### src/rtl/bcd_display_scan_if.sv
// Digit/mask inputs and multiplexed 7-segment outputs of the display scanner.
interface bcd_display_scan_if;
  logic [3:0] ms_hr, ls_hr, ms_min, ls_min, ms_sec, ls_sec;
  logic [5:0] blink_mask, dp_mask;
  logic       blank_lz;
  logic [5:0] an;
  logic [6:0] seg;
  logic       dp;
  logic       frame_done;

  modport master (
    output ms_hr, ls_hr, ms_min, ls_min, ms_sec, ls_sec,
    output blink_mask, dp_mask, blank_lz,
    input  an, seg, dp, frame_done
  );

  modport slave (
    input  ms_hr, ls_hr, ms_min, ls_min, ms_sec, ls_sec,
    input  blink_mask, dp_mask, blank_lz,
    output an, seg, dp, frame_done
  );
endinterface

### src/rtl/bcd_display_scan.sv
// Six-digit common-anode 7-segment scanner for HH:MM:SS with a per-frame
// snapshot, blinking, decimal points and hour-tens leading-zero blanking.
module bcd_display_scan #(
  parameter int CLK_DIV      = 50000,
  parameter int BLINK_FRAMES = 64
) (
  input logic          clk,
  input logic          rst,
  bcd_display_scan_if.slave bus
);
  localparam int PW = $clog2(CLK_DIV);
  localparam int FW = (BLINK_FRAMES > 1) ? $clog2(BLINK_FRAMES) : 1;

  function automatic logic [6:0] seg_decode(input logic [3:0] d);
    case (d)
      4'd0:    seg_decode = 7'b1000000;
      4'd1:    seg_decode = 7'b1111001;
      4'd2:    seg_decode = 7'b0100100;
      4'd3:    seg_decode = 7'b0110000;
      4'd4:    seg_decode = 7'b0011001;
      4'd5:    seg_decode = 7'b0010010;
      4'd6:    seg_decode = 7'b0000010;
      4'd7:    seg_decode = 7'b1111000;
      4'd8:    seg_decode = 7'b0000000;
      4'd9:    seg_decode = 7'b0010000;
      default: seg_decode = 7'b0111111;
    endcase
  endfunction

  logic [PW-1:0] presc_p0;
  logic [2:0]    idx_p0;
  logic [23:0]   digits_p0;
  logic [5:0]    blink_p0, dpm_p0;
  logic          blz_p0;
  logic [FW-1:0] fcnt_p0;
  logic          phase_p0;
  logic          wrap_p1;
  logic          tick, last;

  assign tick = (presc_p0 == PW'(CLK_DIV - 1));
  assign last = tick && (idx_p0 == 3'd5);

  // Stage p0: prescaler, digit index, frame snapshot and blink phase
  always_ff @(posedge clk or posedge rst) begin
    if (rst) begin
      presc_p0  <= '0;
      idx_p0    <= '0;
      digits_p0 <= '0;
      blink_p0  <= '0;
      dpm_p0    <= '0;
      blz_p0    <= 1'b0;
      fcnt_p0   <= '0;
      phase_p0  <= 1'b0;
      wrap_p1   <= 1'b0;
    end else begin
      presc_p0 <= tick ? '0 : presc_p0 + 1'b1;
      if (tick)
        idx_p0 <= (idx_p0 == 3'd5) ? 3'd0 : idx_p0 + 3'd1;
      // Phase flips on the same edge the snapshot loads so a frame never mixes phases.
      if (last) begin
        digits_p0 <= {bus.ms_hr, bus.ls_hr, bus.ms_min, bus.ls_min, bus.ms_sec, bus.ls_sec};
        blink_p0  <= bus.blink_mask;
        dpm_p0    <= bus.dp_mask;
        blz_p0    <= bus.blank_lz;
        if (fcnt_p0 == FW'(BLINK_FRAMES - 1)) begin
          fcnt_p0  <= '0;
          phase_p0 <= ~phase_p0;
        end else begin
          fcnt_p0 <= fcnt_p0 + 1'b1;
        end
      end
      wrap_p1 <= last;
    end
  end

  logic [3:0] digit;
  logic       blank;
  logic [5:0] an_nxt;
  logic [6:0] seg_nxt;
  logic       dp_nxt;

  always_comb begin
    digit   = digits_p0[3:0];
    blank   = 1'b0;
    an_nxt  = 6'b111111;
    seg_nxt = 7'b1111111;
    dp_nxt  = 1'b1;
    case (idx_p0)
      3'd1:    digit = digits_p0[7:4];
      3'd2:    digit = digits_p0[11:8];
      3'd3:    digit = digits_p0[15:12];
      3'd4:    digit = digits_p0[19:16];
      3'd5:    digit = digits_p0[23:20];
      default: digit = digits_p0[3:0];
    endcase
    blank = (phase_p0 && blink_p0[idx_p0]) ||
            ((idx_p0 == 3'd5) && blz_p0 && (digit == 4'd0));
    if (!blank) begin
      an_nxt  = ~(6'b000001 << idx_p0);
      seg_nxt = seg_decode(digit);
      dp_nxt  = ~dpm_p0[idx_p0];
    end
  end

  // Stage p1: registered display drive, frame_done aligned with the new frame's first digit
  always_ff @(posedge clk or posedge rst) begin
    if (rst) begin
      bus.an         <= 6'b111111;
      bus.seg        <= 7'b1111111;
      bus.dp         <= 1'b1;
      bus.frame_done <= 1'b0;
    end else begin
      bus.an         <= an_nxt;
      bus.seg        <= seg_nxt;
      bus.dp         <= dp_nxt;
      bus.frame_done <= wrap_p1;
    end
  end
endmodule

### src/flat_wrapper.sv
// flat-port wrapper written by rule: the top's interface ports become plain ports
module bcd_display_scan_flat 
#(
  parameter int CLK_DIV      = 50000,
  parameter int BLINK_FRAMES = 64
)
  (clk, rst, bus_ms_hr, bus_ls_hr, bus_ms_min, bus_ls_min, bus_ms_sec, bus_ls_sec, bus_blink_mask, bus_dp_mask, bus_blank_lz, bus_an, bus_seg, bus_dp, bus_frame_done);
  bcd_display_scan_if bus_i ();
  input logic clk;
  input logic rst;
  input wire logic [$bits(bus_i.ms_hr)-1:0] bus_ms_hr;
  input wire logic [$bits(bus_i.ls_hr)-1:0] bus_ls_hr;
  input wire logic [$bits(bus_i.ms_min)-1:0] bus_ms_min;
  input wire logic [$bits(bus_i.ls_min)-1:0] bus_ls_min;
  input wire logic [$bits(bus_i.ms_sec)-1:0] bus_ms_sec;
  input wire logic [$bits(bus_i.ls_sec)-1:0] bus_ls_sec;
  input wire logic [$bits(bus_i.blink_mask)-1:0] bus_blink_mask;
  input wire logic [$bits(bus_i.dp_mask)-1:0] bus_dp_mask;
  input wire logic [$bits(bus_i.blank_lz)-1:0] bus_blank_lz;
  output wire logic [$bits(bus_i.an)-1:0] bus_an;
  output wire logic [$bits(bus_i.seg)-1:0] bus_seg;
  output wire logic [$bits(bus_i.dp)-1:0] bus_dp;
  output wire logic [$bits(bus_i.frame_done)-1:0] bus_frame_done;
  assign bus_i.ms_hr = bus_ms_hr;
  assign bus_i.ls_hr = bus_ls_hr;
  assign bus_i.ms_min = bus_ms_min;
  assign bus_i.ls_min = bus_ls_min;
  assign bus_i.ms_sec = bus_ms_sec;
  assign bus_i.ls_sec = bus_ls_sec;
  assign bus_i.blink_mask = bus_blink_mask;
  assign bus_i.dp_mask = bus_dp_mask;
  assign bus_i.blank_lz = bus_blank_lz;
  assign bus_an = bus_i.an;
  assign bus_seg = bus_i.seg;
  assign bus_dp = bus_i.dp;
  assign bus_frame_done = bus_i.frame_done;
  bcd_display_scan #(.CLK_DIV(CLK_DIV), .BLINK_FRAMES(BLINK_FRAMES)) u_core (.clk(clk), .rst(rst), .bus(bus_i));
endmodule
### config.mk
export PLATFORM = sky130hd
export DESIGN_NAME = bcd_display_scan_flat
export DESIGN_NICKNAME = d
export VERILOG_FILES = /design/src/rtl/bcd_display_scan_if.sv /design/src/rtl/bcd_display_scan.sv /design/src/flat_wrapper.sv
export SDC_FILE = /design/constraint.sdc
export NUM_CORES = 1
export LEC_CHECK = 0
export BUFFER_PORTS_ARGS = -buffer_cell sky130_fd_sc_hd__buf_2
export CORE_UTILIZATION = 41
export DETAILED_ROUTE_END_ITERATION = 8
export PLACE_DENSITY = 0.6
export SYNTH_ARGS = -nofsm -noshare
export SYNTH_HDL_FRONTEND = slang
export SYNTH_SLANG_ARGS = --single-unit
### constraint.sdc
create_clock -name clk -period 7.5 [get_ports clk]
set_clock_uncertainty 0.1 [all_clocks]
set_input_delay 0.75 -clock clk [delete_from_list [all_inputs] [get_ports clk]]
set_output_delay 0.75 -clock clk [all_outputs]
set_load 0.02 [all_outputs]
* Word-level counts from Yosys, hierarchy flattened *
Memory sizes are Yosys's and may differ from the RTL's.
Cells that the tools add are included.

word-level totals
  flip-flop bits (word level) = 79
  ROM bits = 112
  input port bits = 39
  output and inout port bits = 15
  word-level logic and storage cells = 47
  memories = 1

memory list
  name              depth  width  read ports  clocked after memory_dff  write ports  line                    RTL
  (name not given)  16     7      1           0                         0            bcd_display_scan.sv:15  case (d)

operators by class
  add/subtract/negate cells = 3
  magnitude comparators = 1
  equal/unequal tests = 7
  shift operators = 1
  multiplexer cells = 11
  bitwise gates (word level) = 3
  reductions and logical operators = 7

operator list
  cell                                                                          number
  4-bit case mux with 5 select lines                                            1
  16-bit by 1-bit adder with 16-bit output, second input constant               1
  16-bit equality test, second input constant                                   1
  16-bit two-way mux                                                            1
  6-bit two-way mux                                                             2
  7-bit two-way mux                                                             1
  6-bit by 1-bit adder with 6-bit output, second input constant                 1
  1-bit binary-select mux with 3-bit select                                     2
  3-bit by 2-bit equality test with 1-bit output, second input constant         2
  3-bit equality test, second input constant                                    2
  6-bit equality test, second input constant                                    1
  6-bit NOT                                                                     1
  1-bit by 3-bit << shifter with 6-bit output, first input constant             1
  1-bit logical AND                                                             4
  4-bit zero test                                                               1
  3-bit by 4-bit less-than comparator with 1-bit output, second input constant  1
  3-bit by 1-bit adder with 3-bit output, second input constant                 1
  3-bit by 1-bit equality test with 1-bit output, second input constant         1
  1-bit two-way mux                                                             3
  3-bit two-way mux                                                             1
  1-bit NOT                                                                     2
  2-bit AND reduction                                                           1
  1-bit logical OR                                                              1

* Depth between registers and ports, before layout *
Gate-level depths: netlist of run 1.

  word-level depth = 6
  depth in mapped cells = 14
  mapped depth without buffers = 11

* Least setup slack after synthesis of run 1 *
OpenSTA, ideal clock, no wires.

  path type = reg2reg
  start = register u_core.idx_p0[1]
  end = register u_core.bus.seg[4]
  setup time = 0.095 ns
  data arrival time = 2.611 ns
  data required time = 7.305 ns
  path slack = 4.694 ns
  stages on the path, launching flop included = 15
  buffers on the path = 3
  clock period less this slack = 2.806 ns
  cells stage by stage = dfrtp_1 > clkbuf_1 > clkbuf_1 > and2_1 > ha_1 > clkbuf_1 > nor2b_1 > o21ai_0 > a31oi_1 > nor2_1 > inv_1 > ha_1 > and3_1 > a21oi_2 > o21ai_0

on the way
  word-level cells in the longest chain between the ends = 6
  elaborated cells on any way between the ends = 15
  those cells by class = 5 x eq/ne; 4 x mux; 5 x reduce/logical; 1 x memory

RTL lines
  item                                                                            line                       RTL
  start, declared                                                                 bcd_display_scan.sv:31     logic [2:0] idx_p0;
  start signal, assigned                                                          bcd_display_scan.sv:58     idx_p0 <= (idx_p0 == 3'd5) ? 3'd0 : idx_p0 + 3'd1;
  parallel branches: the longest is 5 deep, another holds memory read 16 x 7 bit  -
  7-bit two-way mux (*)                                                           bcd_display_scan.sv:98     if (!blank) begin
  net u_core.seg_nxt[4]                                                           bcd_display_scan.sv:79     logic [6:0] seg_nxt;
  end signal, assigned                                                            bcd_display_scan.sv:114    bus.seg <= seg_nxt;
  end, declared                                                                   bcd_display_scan_if.sv:20  output an, seg, dp, frame_done

Mark *: on every way through the listed nets, which the timed path passes. The select of a mux whose other input is x is not followed.
A chain may end at the register's enable or synchronous reset.

* Worst setup path after layout of run 1 *
  start = register u_core.idx_p0[2]
  end = register u_core.bus.seg[6]

The elaborated chain is that of the path after synthesis.

==> run_results.csv, run 1 <==
group,metric,value,unit
run_status,status,"finished, final reports clean",
placement,io_buffers,53,
pwr,finalPower,725.2,µW
detailed_routing,via_count,2464,
setup_path,cp-end-kind,"register",
yosys,synth_most_common_cell,"dfrtp_1",
job,max_cap_viol_count,0,
pwr,internal_power,554.4,µW
setup_path,critPathRequiredTime,7660,ps
yosys,synth.area.top_cells,"dfrtp_1, mux2_2, dfstp_2",
worst_hold_path,hold_path.class,"reg -> reg",
yosys,yosys.area.top_type,"dfrtp_1",
timing,hold_slack,253.0,ps
yosys,synth_top_area_frac,0.4423,
yosys,ys.flop_type,"dfrtp_1",
global_route,grt_use_total,0.1601,
yosys,yosysUniqueCellTypes,52,
clock_network,postCtsSetupBuffers,0,
pwr,power_switching,170.8,µW
yosys,synth_common_cells,"dfrtp_1, mux2_2, nand2_1",
floorplan,ios,54,
yosys,synth_seq_cells,79,
detailed_routing,drt_iter0_drc,114,
finish,final_nets,406,
yosys,syn-mean-instance-area,11.90,µm²
timing,finalCritPeriodShare,0.4623,
timing,rsz0062_at_grt,"false",
timing,setup_viol,0,
finish,final.fill_count,802,
setup_path,critPathMaxFanout,22,
yosys,synth_edf_count,0,
floorplan,dieWidth,96.71,µm
detailed_routing,drtPass1Iterations,4,
clock_network,cts.sinks,79,
setup_path,cp-start-kind,"register",
finish,area_growth_syn_to_layout,13.34,%
clock_network,clk_latency,350,ps
global_route,antenna_found_initial,0,
pwr,combPwrFrac,0.024,
timing,fin_crit,3468,ps
pwr,sw_frac_of_total,0.2356,
placement,dp_hpwl,4.666,mm
clock_network,htree_levels,3,
yosys,yosys_warnings,0,
timing,slew_headroom,0.3574,
yosys,syn_area,3677,µm²
timing,final_max_slew_viol_count,0,
finish,drive_above_1_share,0.3634,
finish,diodes,0,
detailed_routing,drc,0,
timing,fin_setup_tns,0,ps
detailed_routing,wire_per_inst,14.12,µm
detailed_routing,routed_wl,6.691,mm
clock_network,cts_made_buffers,9,
clock_network,cts_hold_buf,0,
timing,max_freq,288.4,MHz
floorplan,core,8721,µm²
clock_network,cts-root-buf,"clkbuf_8",
clock_network,clockBufferDepth,2,
detailed_routing,viasPerCell,5.198,
timing,finalHoldViolCount,0,
global_route,grt_pass1_vias,2480,
finish,fin_cells,474,
yosys,seq_area_frac_synth,0.5424,
placement,gp_congestion,0.8399,
floorplan,rows,34,
pwr,pwr-share-clk,0.388,
timing,tightest_slew,964.0,ps
global_route,grt-ovfl-total,0,
clock_network,cts_resized,0,
yosys,syn_inst,309,
clock_network,clkTransAtPathRegs,80,ps
setup_path,crit_arrival,3620,ps
timing,fin_ws,4032,ps
floorplan,fp.dieArea,9352,µm²
yosys,syn-num-nets,354,
pwr,seqPwrFrac,0.587,
clock_network,tritoncts,"yes",
floorplan,initial_core_util,0.4217,
yosys,async_flop_share,1.000,
global_route,grt_max_degree,80,
global_route,grt_pass1_wl,11.95,mm
placement,dpl_worst_slack,4082,ps
floorplan,die_h,96.71,µm
placement,dp.cells,458,
pwr,ir_worst_vdd,85.18,µV
pwr,power_density,174.0,nW/µm²
detailed_routing,ant_nets,0,
pwr,leakage,0.001956,µW
setup_path,critPathKind,"reg -> reg",
==> sequential cells by signal, indices dropped and copies added (netlist names), 3 cells and up <==
signal,cells
u_core.presc_p0,16
u_core.fcnt_p0,6
u_core.blink_p0,6
u_core.bus.seg,7
u_core.bus.an,6
u_core.idx_p0,3
u_core.digits_p0,24
u_core.dpm_p0,6
==> per-stage QoR <==
| stage | cell area [µm²] | utilization |
|---|---|---|
| 3_3_place_gp | 3994 | 0.4580 |
| 2_1_floorplan | 3677 | - |
| 3_5_place_dp | 3994 | 0.4580 |
| 6_report | 4168 | 0.4779 |
| 5_1_grt | 4168 | 0.4779 |
| 4_1_cts | 4168 | 0.4779 |
==> final timing paths <==
check | start | end | slack, ps | depth (start not counted)
max | u_core.idx_p0[2]$_DFFE_PP0N_ | u_core.bus.seg[6]$_DFF_PP1_ | 4030 | 11
min | u_core.wrap_p1$_DFF_PP0_ | u_core.bus.frame_done$_DFF_PP0_ | 250 | 0
max reg2reg | u_core.idx_p0[2]$_DFFE_PP0N_ | u_core.bus.seg[6]$_DFF_PP1_ | 4030 | 11
min reg2reg | u_core.wrap_p1$_DFF_PP0_ | u_core.bus.frame_done$_DFF_PP0_ | 250 | 0
max in group asynchronous | rst | u_core.digits_p0[2]$_DFFE_PP0P_ | 6090 | 3
min in group asynchronous | rst | u_core.presc_p0[13]$_DFF_PP0_ | 570 | 3
==> placed cells by master (no fill, tap or decap), drive strengths merged, types with 3 or more instances in the layout <==
master / count
clkbuf: 10
xor2: 12
ha: 6
and3: 4
buf: 54
a21boi: 5
clkinvlp: 5
or3: 3
nand3: 12
nor2: 27
mux2i: 5
nand2b: 4
xnor2: 6
o21ai: 9
nand4: 4
mux2: 40
dfstp: 14
o31ai: 3
dfrtp: 65
inv: 7
nor2b: 4
a41oi: 3
nand2: 31
==> layer usage <==
metal,wire length [µm],global-route usage
met1,3282,0.2184
met2,2976,0.2394
met3,261,0.04263
met4,170,0.07233
met5,0,0
==> critical path, stage by stage (launching register included) <==
cell	delay (ps)
dfrtp_1	780
clkinv_1	390
ha_1	440
nor2b_1	180
o21ai_0	170
a31oi_1	130
nor2_1	250
inv_1	80
ha_1	200
and3_1	200
a21oi_2	290
o21ai_0	150
==> cell families (layout without fill, tap and decap cells) <==
kind of cell	count (synthesis)	count (layout)	synth area share
xor gates and xnor gates	18	18	0.04287
adders and majority gates	6	6	0.02041
buffers and inverters	20	77	0.03198
and+or+nand+nor	102	102	0.1405
AOI/OAI and AO/OA	37	37	0.07350
muxes	47	47	0.1483
DFF	79	79	0.5424
==> power groups by stage <==
stage          combinational, µW  clock [µW]  sequential, µW
4_1_cts                     19.0         290             426
3_5_place_dp                19.0           0             434
6_report                    17.7         282             426
3_3_place_gp                18.6           0             434
2_1_floorplan               6.30           0             434
5_1_grt                     20.8         309             426
==> layout make-up <==
class	instances	area [µm²]	area share
flip-flops and latches	79	1994	0.4785
clock inverters	6	46.29	0.01111
multi-input cells	210	1565	0.3756
well taps	108	135.1	0.03242
inverters	7	26.28	0.006304
repair buffers	54	272.8	0.06545
clock buffers	10	127.6	0.03062
Note: power is estimated with default switching activity, not from simulation.
==> inputs of run 2 (changes only) <==
- clock period: 7.5 -> 3.2 ns (I/O delays scaled with it)
==> run_results.csv, run 2 (synthesis results as in run 1) <==
group,metric,value,unit
floorplan,ios,54,
floorplan,dieWidth,96.71,µm
setup_path,path_cells,"and2_1, ha_1, nand2b_1, o311ai_0, a31oi_1, nor2_1, inv_1, ha_1, and3_1, a21oi_2, o21ai_0",
setup_path,crit_top_cell,"ha_1",
placement,io_buffers,53,
pwr,leakage,0.002025,µW
pwr,power_switching,383.9,µW
global_route,grt_pass1_wl,12.18,mm
global_route,grt_max_degree,80,
finish,final_cell_mix,"dfrtp_1, buf_2, mux2_2",
clock_network,cts_resized,0,
setup_path,slowest_stage,"dfrtp_1",
timing,rsz0062_at_grt,"false",
clock_network,cts.sinks,79,
setup_path,path_buf_inv,1,
setup_path,critPathKind,"reg -> reg",
detailed_routing,viasPerCell,5.154,
detailed_routing,wire_per_inst,14.61,µm
finish,area_growth_syn_to_layout,16.09,%
global_route,grt_pass1_vias,2505,
clock_network,htree_levels,3,
detailed_routing,drtPass1Iterations,5,
clock_network,clk_latency,360,ps
run_status,status,"finished, final reports clean",
worst_hold_path,hold_path.class,"in -> reg",
finish,regMostFlops,"u_core.digits_p0",
floorplan,initial_core_util,0.4217,
pwr,internal_power,1536,µW
pwr,sw_frac_of_total,0.2000,
setup_path,critPathRequiredTime,3350,ps
setup_path,critPathTopFamily,"simple AND/OR/NAND/NOR gates",
clock_network,cts_made_buffers,9,
pwr,ir_worst_vdd,222.5,µV
setup_path,critPathMaxStageDelay,380,ps
detailed_routing,via_count,2469,
placement,dp.cells,463,
timing,slew_headroom,0.3483,
finish,largest_register_ffs,24,
finish,drive_above_1_share,0.3693,
placement,gp_congestion,0.8560,
detailed_routing,drc,0,
global_route,antenna_found_initial,0,
clock_network,clkTransAtPathRegs,80,ps
timing,finalHoldViolCount,0,
job,max_cap_viol_count,0,
setup_path,cp-start-kind,"register",
global_route,grt-ovfl-total,0,
clock_network,cts-root-buf,"clkbuf_8",
timing,max_freq,373.0,MHz
pwr,combPwrFrac,0.022,
detailed_routing,routed_wl,7.000,mm
finish,fin_cells,479,
clock_network,postCtsSetupBuffers,0,
clock_network,cts_hold_buf,0,
pwr,power_density,449.7,nW/µm²
global_route,grt_use_total,0.1631,
finish,diodes,0,
pwr,seqPwrFrac,0.520,
setup_path,cp.depth,11,
worst_hold_path,whs_path_depth,3,
clock_network,clockBufferDepth,2,
setup_path,r2r_cells,11,
setup_path,crit_arrival,2830,ps
floorplan,fp.dieArea,9352,µm²
timing,fin_crit,2681,ps
finish,layout_commonest_cell,"dfrtp_1",
timing,setup_viol,0,
placement,dp_hpwl,4.695,mm
clock_network,tritoncts,"yes",
timing,finalCritPeriodShare,0.8379,
timing,fin_setup_tns,0,ps
floorplan,die_h,96.71,µm
timing,final_max_slew_viol_count,0,
pwr,pwr-share-clk,0.458,
floorplan,core,8721,µm²
finish,final_nets,411,
detailed_routing,drt_iter0_drc,99,
setup_path,critPathMaxFanout,12,
timing,tightest_slew,977.5,ps
detailed_routing,ant_nets,0,
finish,top_regs,"u_core.digits_p0 (24), u_core.presc_p0 (16), u_core.bus.seg (7)",
floorplan,rows,34,
setup_path,cp-end-kind,"register",
run 2: changes by cell type in the layout (fill, tap and decap cells not counted):
cell        previous run  this run
buf_4                  1         6
clkinvlp_4             5         1
bufinv_16              0         3
clkbuf_1               1         2
clkinv_4               0         1
inv_6                  1         0
run 2: cell type report:
class / instances / area (µm²)
Sequential cell: 79 / 1994
Clock buffer: 11 / 131.4
Tap cell: 108 / 135.1
Inverter: 7 / 26.28
Multi-Input combinational cell: 210 / 1565
Timing Repair Buffer: 59 / 310.3
Clock inverter: 5 / 106.4
Fill cell: 803 / 4452
run 2: power groups by stage:
| stage | Combinational, µW | Clock [µW] | Sequential, µW |
|---|---|---|---|
| after floorplan | 14.8 | 0 | 1020 |
| after global placement | 43.3 | 0 | 1020 |
| after detailed placement | 44.2 | 0 | 1020 |
| after CTS | 44.3 | 899 | 998 |
| after global routing | 49.6 | 943 | 998 |
| final | 41.8 | 879 | 998 |
run 2: tightest hold or removal path, cell delays in order:
cell and delay (ps):
buf_2 80, nand2_1 30, o21ai_0 50
run 2: path summary, 6_finish.rpt:
check / from / to / slack, ps
max: u_core.idx_p0[1]$_DFFE_PP0N_ / u_core.bus.seg[6]$_DFF_PP1_ / 520
min: bus_ls_min[1] / u_core.digits_p0[9]$_DFFE_PP0P_ / 70
max reg2reg: u_core.idx_p0[1]$_DFFE_PP0N_ / u_core.bus.seg[6]$_DFF_PP1_ / 520
min reg2reg: u_core.wrap_p1$_DFF_PP0_ / u_core.bus.frame_done$_DFF_PP0_ / 250
max in group asynchronous: rst / u_core.digits_p0[17]$_DFFE_PP0P_ / 2200
min in group asynchronous: rst / u_core.presc_p0[10]$_DFF_PP0_ / 150
run 2: per-stage QoR:
step                      area, µm²  utilization  hold WS, ps  worst slack [ps]  power, µW
final                          4269       0.4895        66.70             518.7       1920
after global routing           4269       0.4895        61.18             270.3       1991
after CTS                      4269       0.4895        61.39             492.8       1941
after detailed placement       4031       0.4623        236.4             506.9       1062
after global placement         4031       0.4623        231.8             648.8       1061
after floorplan                3677            -        231.2             393.9       1032
run 2: metal layers:
| layer | share of wire | GRT usage | vias to the layer above |
|---|---|---|---|
| met5 | 0 | 0 | - |
| met4 | 0.034 | 0.08840 | 0 |
| met3 | 0.038 | 0.03179 | 22 |
| met2 | 0.45 | 0.2427 | 65 |
| met1 | 0.48 | 0.2250 | 1184 |
| li1 | - | - | 1198 |
==> inputs of run 3 (changes only) <==
- PLACE_DENSITY: 0.6 -> 0.62
- clock period: 3.2 -> 2.35 ns (I/O delays scaled with it)
==> run_results.csv, run 3 (synthesis results as in run 1) <==
group,metric,value,unit
run_status,status,"finished, final reports clean",
job,max_cap_viol_count,0,
floorplan,dieWidth,96.71,µm
finish,fin_area,4661,µm²
global_route,gr-usage-met2,0.2373,
global_route,met1_usage,0.2356,
setup_path,critPathMaxFanout,17,
finish,final_nets,447,
timing,final_max_slew_viol_count,0,
global_route,grt_max_degree,52,
floorplan,initial_core_util,0.4217,
finish,final_cell_mix,"dfrtp_1, buf_2, mux2_2",
global_route,grt_pass1_wl,12.25,mm
finish,layout_commonest_cell,"dfrtp_1",
pwr,combPwrFrac,0.032,
timing,setup_viol,0,
global_route,antenna_found_initial,0,
detailed_routing,drc,0,
setup_path,critPathKind,"reg -> reg",
clock_network,clockBufferDepth,2,
pwr,internal_power,1882,µW
pwr,power_switching,530.5,µW
clock_network,tritoncts,"yes",
detailed_routing,ant_nets,0,
global_route,met3_usage,0.03468,
clock_network,clk_latency,350,ps
placement,io_buffers,53,
detailed_routing,wire_per_inst,13.64,µm
setup_path,cp-end-kind,"register",
detailed_routing,viasPerCell,5.010,
clock_network,cts-root-buf,"clkbuf_8",
pwr,leakage,0.002203,µW
finish,final.fill_count,758,
clock_network,htree_levels,3,
finish,largest_register_ffs,24,
setup_path,critPathRequiredTime,2520,ps
detailed_routing,routed_wl,7.026,mm
placement,place_area,4220,µm²
finish,area_growth_syn_to_layout,26.74,%
finish,regMostFlops,"u_core.digits_p0",
detailed_routing,via_count,2580,
finish,diodes,0,
clock_network,clkTransAtPathRegs,80,ps
pwr,ir_worst_vdd,269.6,µV
placement,dp_hpwl,4.844,mm
timing,finalCritPeriodShare,0.9627,
finish,top_regs,"u_core.digits_p0 (24), u_core.presc_p0 (16), u_core.bus.seg (7)",
global_route,grt-ovfl-total,0,
floorplan,fp.dieArea,9352,µm²
clock_network,cts_made_buffers,9,
placement,gp_congestion,0.7690,
global_route,grt_busiest_layer,"met2",
setup_path,crit_arrival,2430,ps
setup_path,rrSetupSlack,90,ps
pwr,finalPower,2413,µW
global_route,grt_pass1_vias,2534,
timing,hold_slack,16.00,ps
timing,fin_crit,2262,ps
detailed_routing,drt_iter0_drc,91,
detailed_routing,drtPass1Iterations,6,
clock_network,cts.sinks,79,
setup_path,cp-start-kind,"register",
timing,rsz0062_at_grt,"true",
pwr,sw_frac_of_total,0.2199,
worst_hold_path,hold_path.class,"in -> reg",
floorplan,ios,54,
floorplan,die_h,96.71,µm
timing,slew_headroom,0.5144,
finish,drive_above_1_share,0.4324,
timing,tightest_slew,721.9,ps
pwr,power_density,517.7,nW/µm²
floorplan,rows,34,
timing,finalHoldViolCount,0,
floorplan,core,8721,µm²
pwr,seqPwrFrac,0.563,
timing,max_freq,442.0,MHz
global_route,grt_use_total,0.1636,
pwr,pwr-share-clk,0.405,
==> run 3: cell types whose count changed in the layout (fill, tap and decap cells not counted), sizes merged <==
| cell | change |
|---|---|
| clkbuf | -2 |
| bufinv | -2 |
| dlygate4sd3 | +14 |
| clkinvlp | -1 |
| buf | +22 |
| clkinv | +5 |
==> run 3: cell type report <==
type	count	area (µm²)	share of cell area
well taps	108	135.1	0.02899
multi-input cells	210	1654	0.3549
flip-flops and latches	79	1996	0.4282
inverters	7	27.53	0.005906
repair buffers	95	660.6	0.1417
clock buffers	9	123.9	0.02658
clock inverters	7	63.81	0.01369
==> run 3: per-stage QoR <==
step | setup TNS, ps | utilization | setup WS [ps] | instances
5_1_grt | -46.71 | 0.5344 | -19.56 | 515
4_1_cts | 0 | 0.5207 | 17.96 | 507
3_3_place_gp | 0 | 0.4839 | 70.42 | 478
2_1_floorplan | -1378 | - | -163.6 | 309
3_5_place_dp | -3.812 | 0.4839 | -3.812 | 478
6_report | 0 | 0.5344 | 87.75 | 515
==> run 3: worst max-delay path: stages (launching register included) <==
cell and delay [ps]:
dfrtp_2 450, buf_12 160, or3_4 330, a21o_4 240, nor2_4 120, nor2_2 70, inv_1 70, ha_2 170
and3_4 200, nor2_1 40, o31ai_1 230
==> run 3: power groups by stage <==
stage / clock network [µW] / logic [µW] / registers (µW)
after floorplan: 0 / 20.1 / 1390
after global placement: 0 / 61.3 / 1390
after detailed placement: 0 / 61.3 / 1390
after CTS: 1010 / 78.2 / 1360
after global routing: 1070 / 87.7 / 1360
final: 977 / 76.4 / 1360
==> run 3: repair_timing <==
item                                    CTS  global route
endpoints found under the setup margin    4            12
hold buffers                             13             1
resized for setup                         1            16
pin swaps                                 0             8
setup buffers                             0             7
endpoints found under the hold margin    77             1
==> run 3: final timing paths <==
check,from,to,cells after the start
max,u_core.idx_p0[2]$_DFFE_PP0N_,u_core.bus.seg[1]$_DFF_PP1_,10
min reg2reg,u_core.wrap_p1$_DFF_PP0_,u_core.bus.frame_done$_DFF_PP0_,0
max in group asynchronous,rst,u_core.idx_p0[2]$_DFFE_PP0N_,4
min in group asynchronous,rst,u_core.digits_p0[12]$_DFFE_PP0P_,4
max reg2reg,u_core.idx_p0[2]$_DFFE_PP0N_,u_core.bus.seg[1]$_DFF_PP1_,10
min,bus_ms_min[1],u_core.digits_p0[13]$_DFFE_PP0P_,2
==> run 3: routing by layer <==
layer	routed length, µm	part of all wire	vias to the layer above
met4	117	0.017	0
met5	0	0	-
met3	235	0.033	10
li1	-	-	1269
met1	3549	0.51	1262
met2	3123	0.44	39
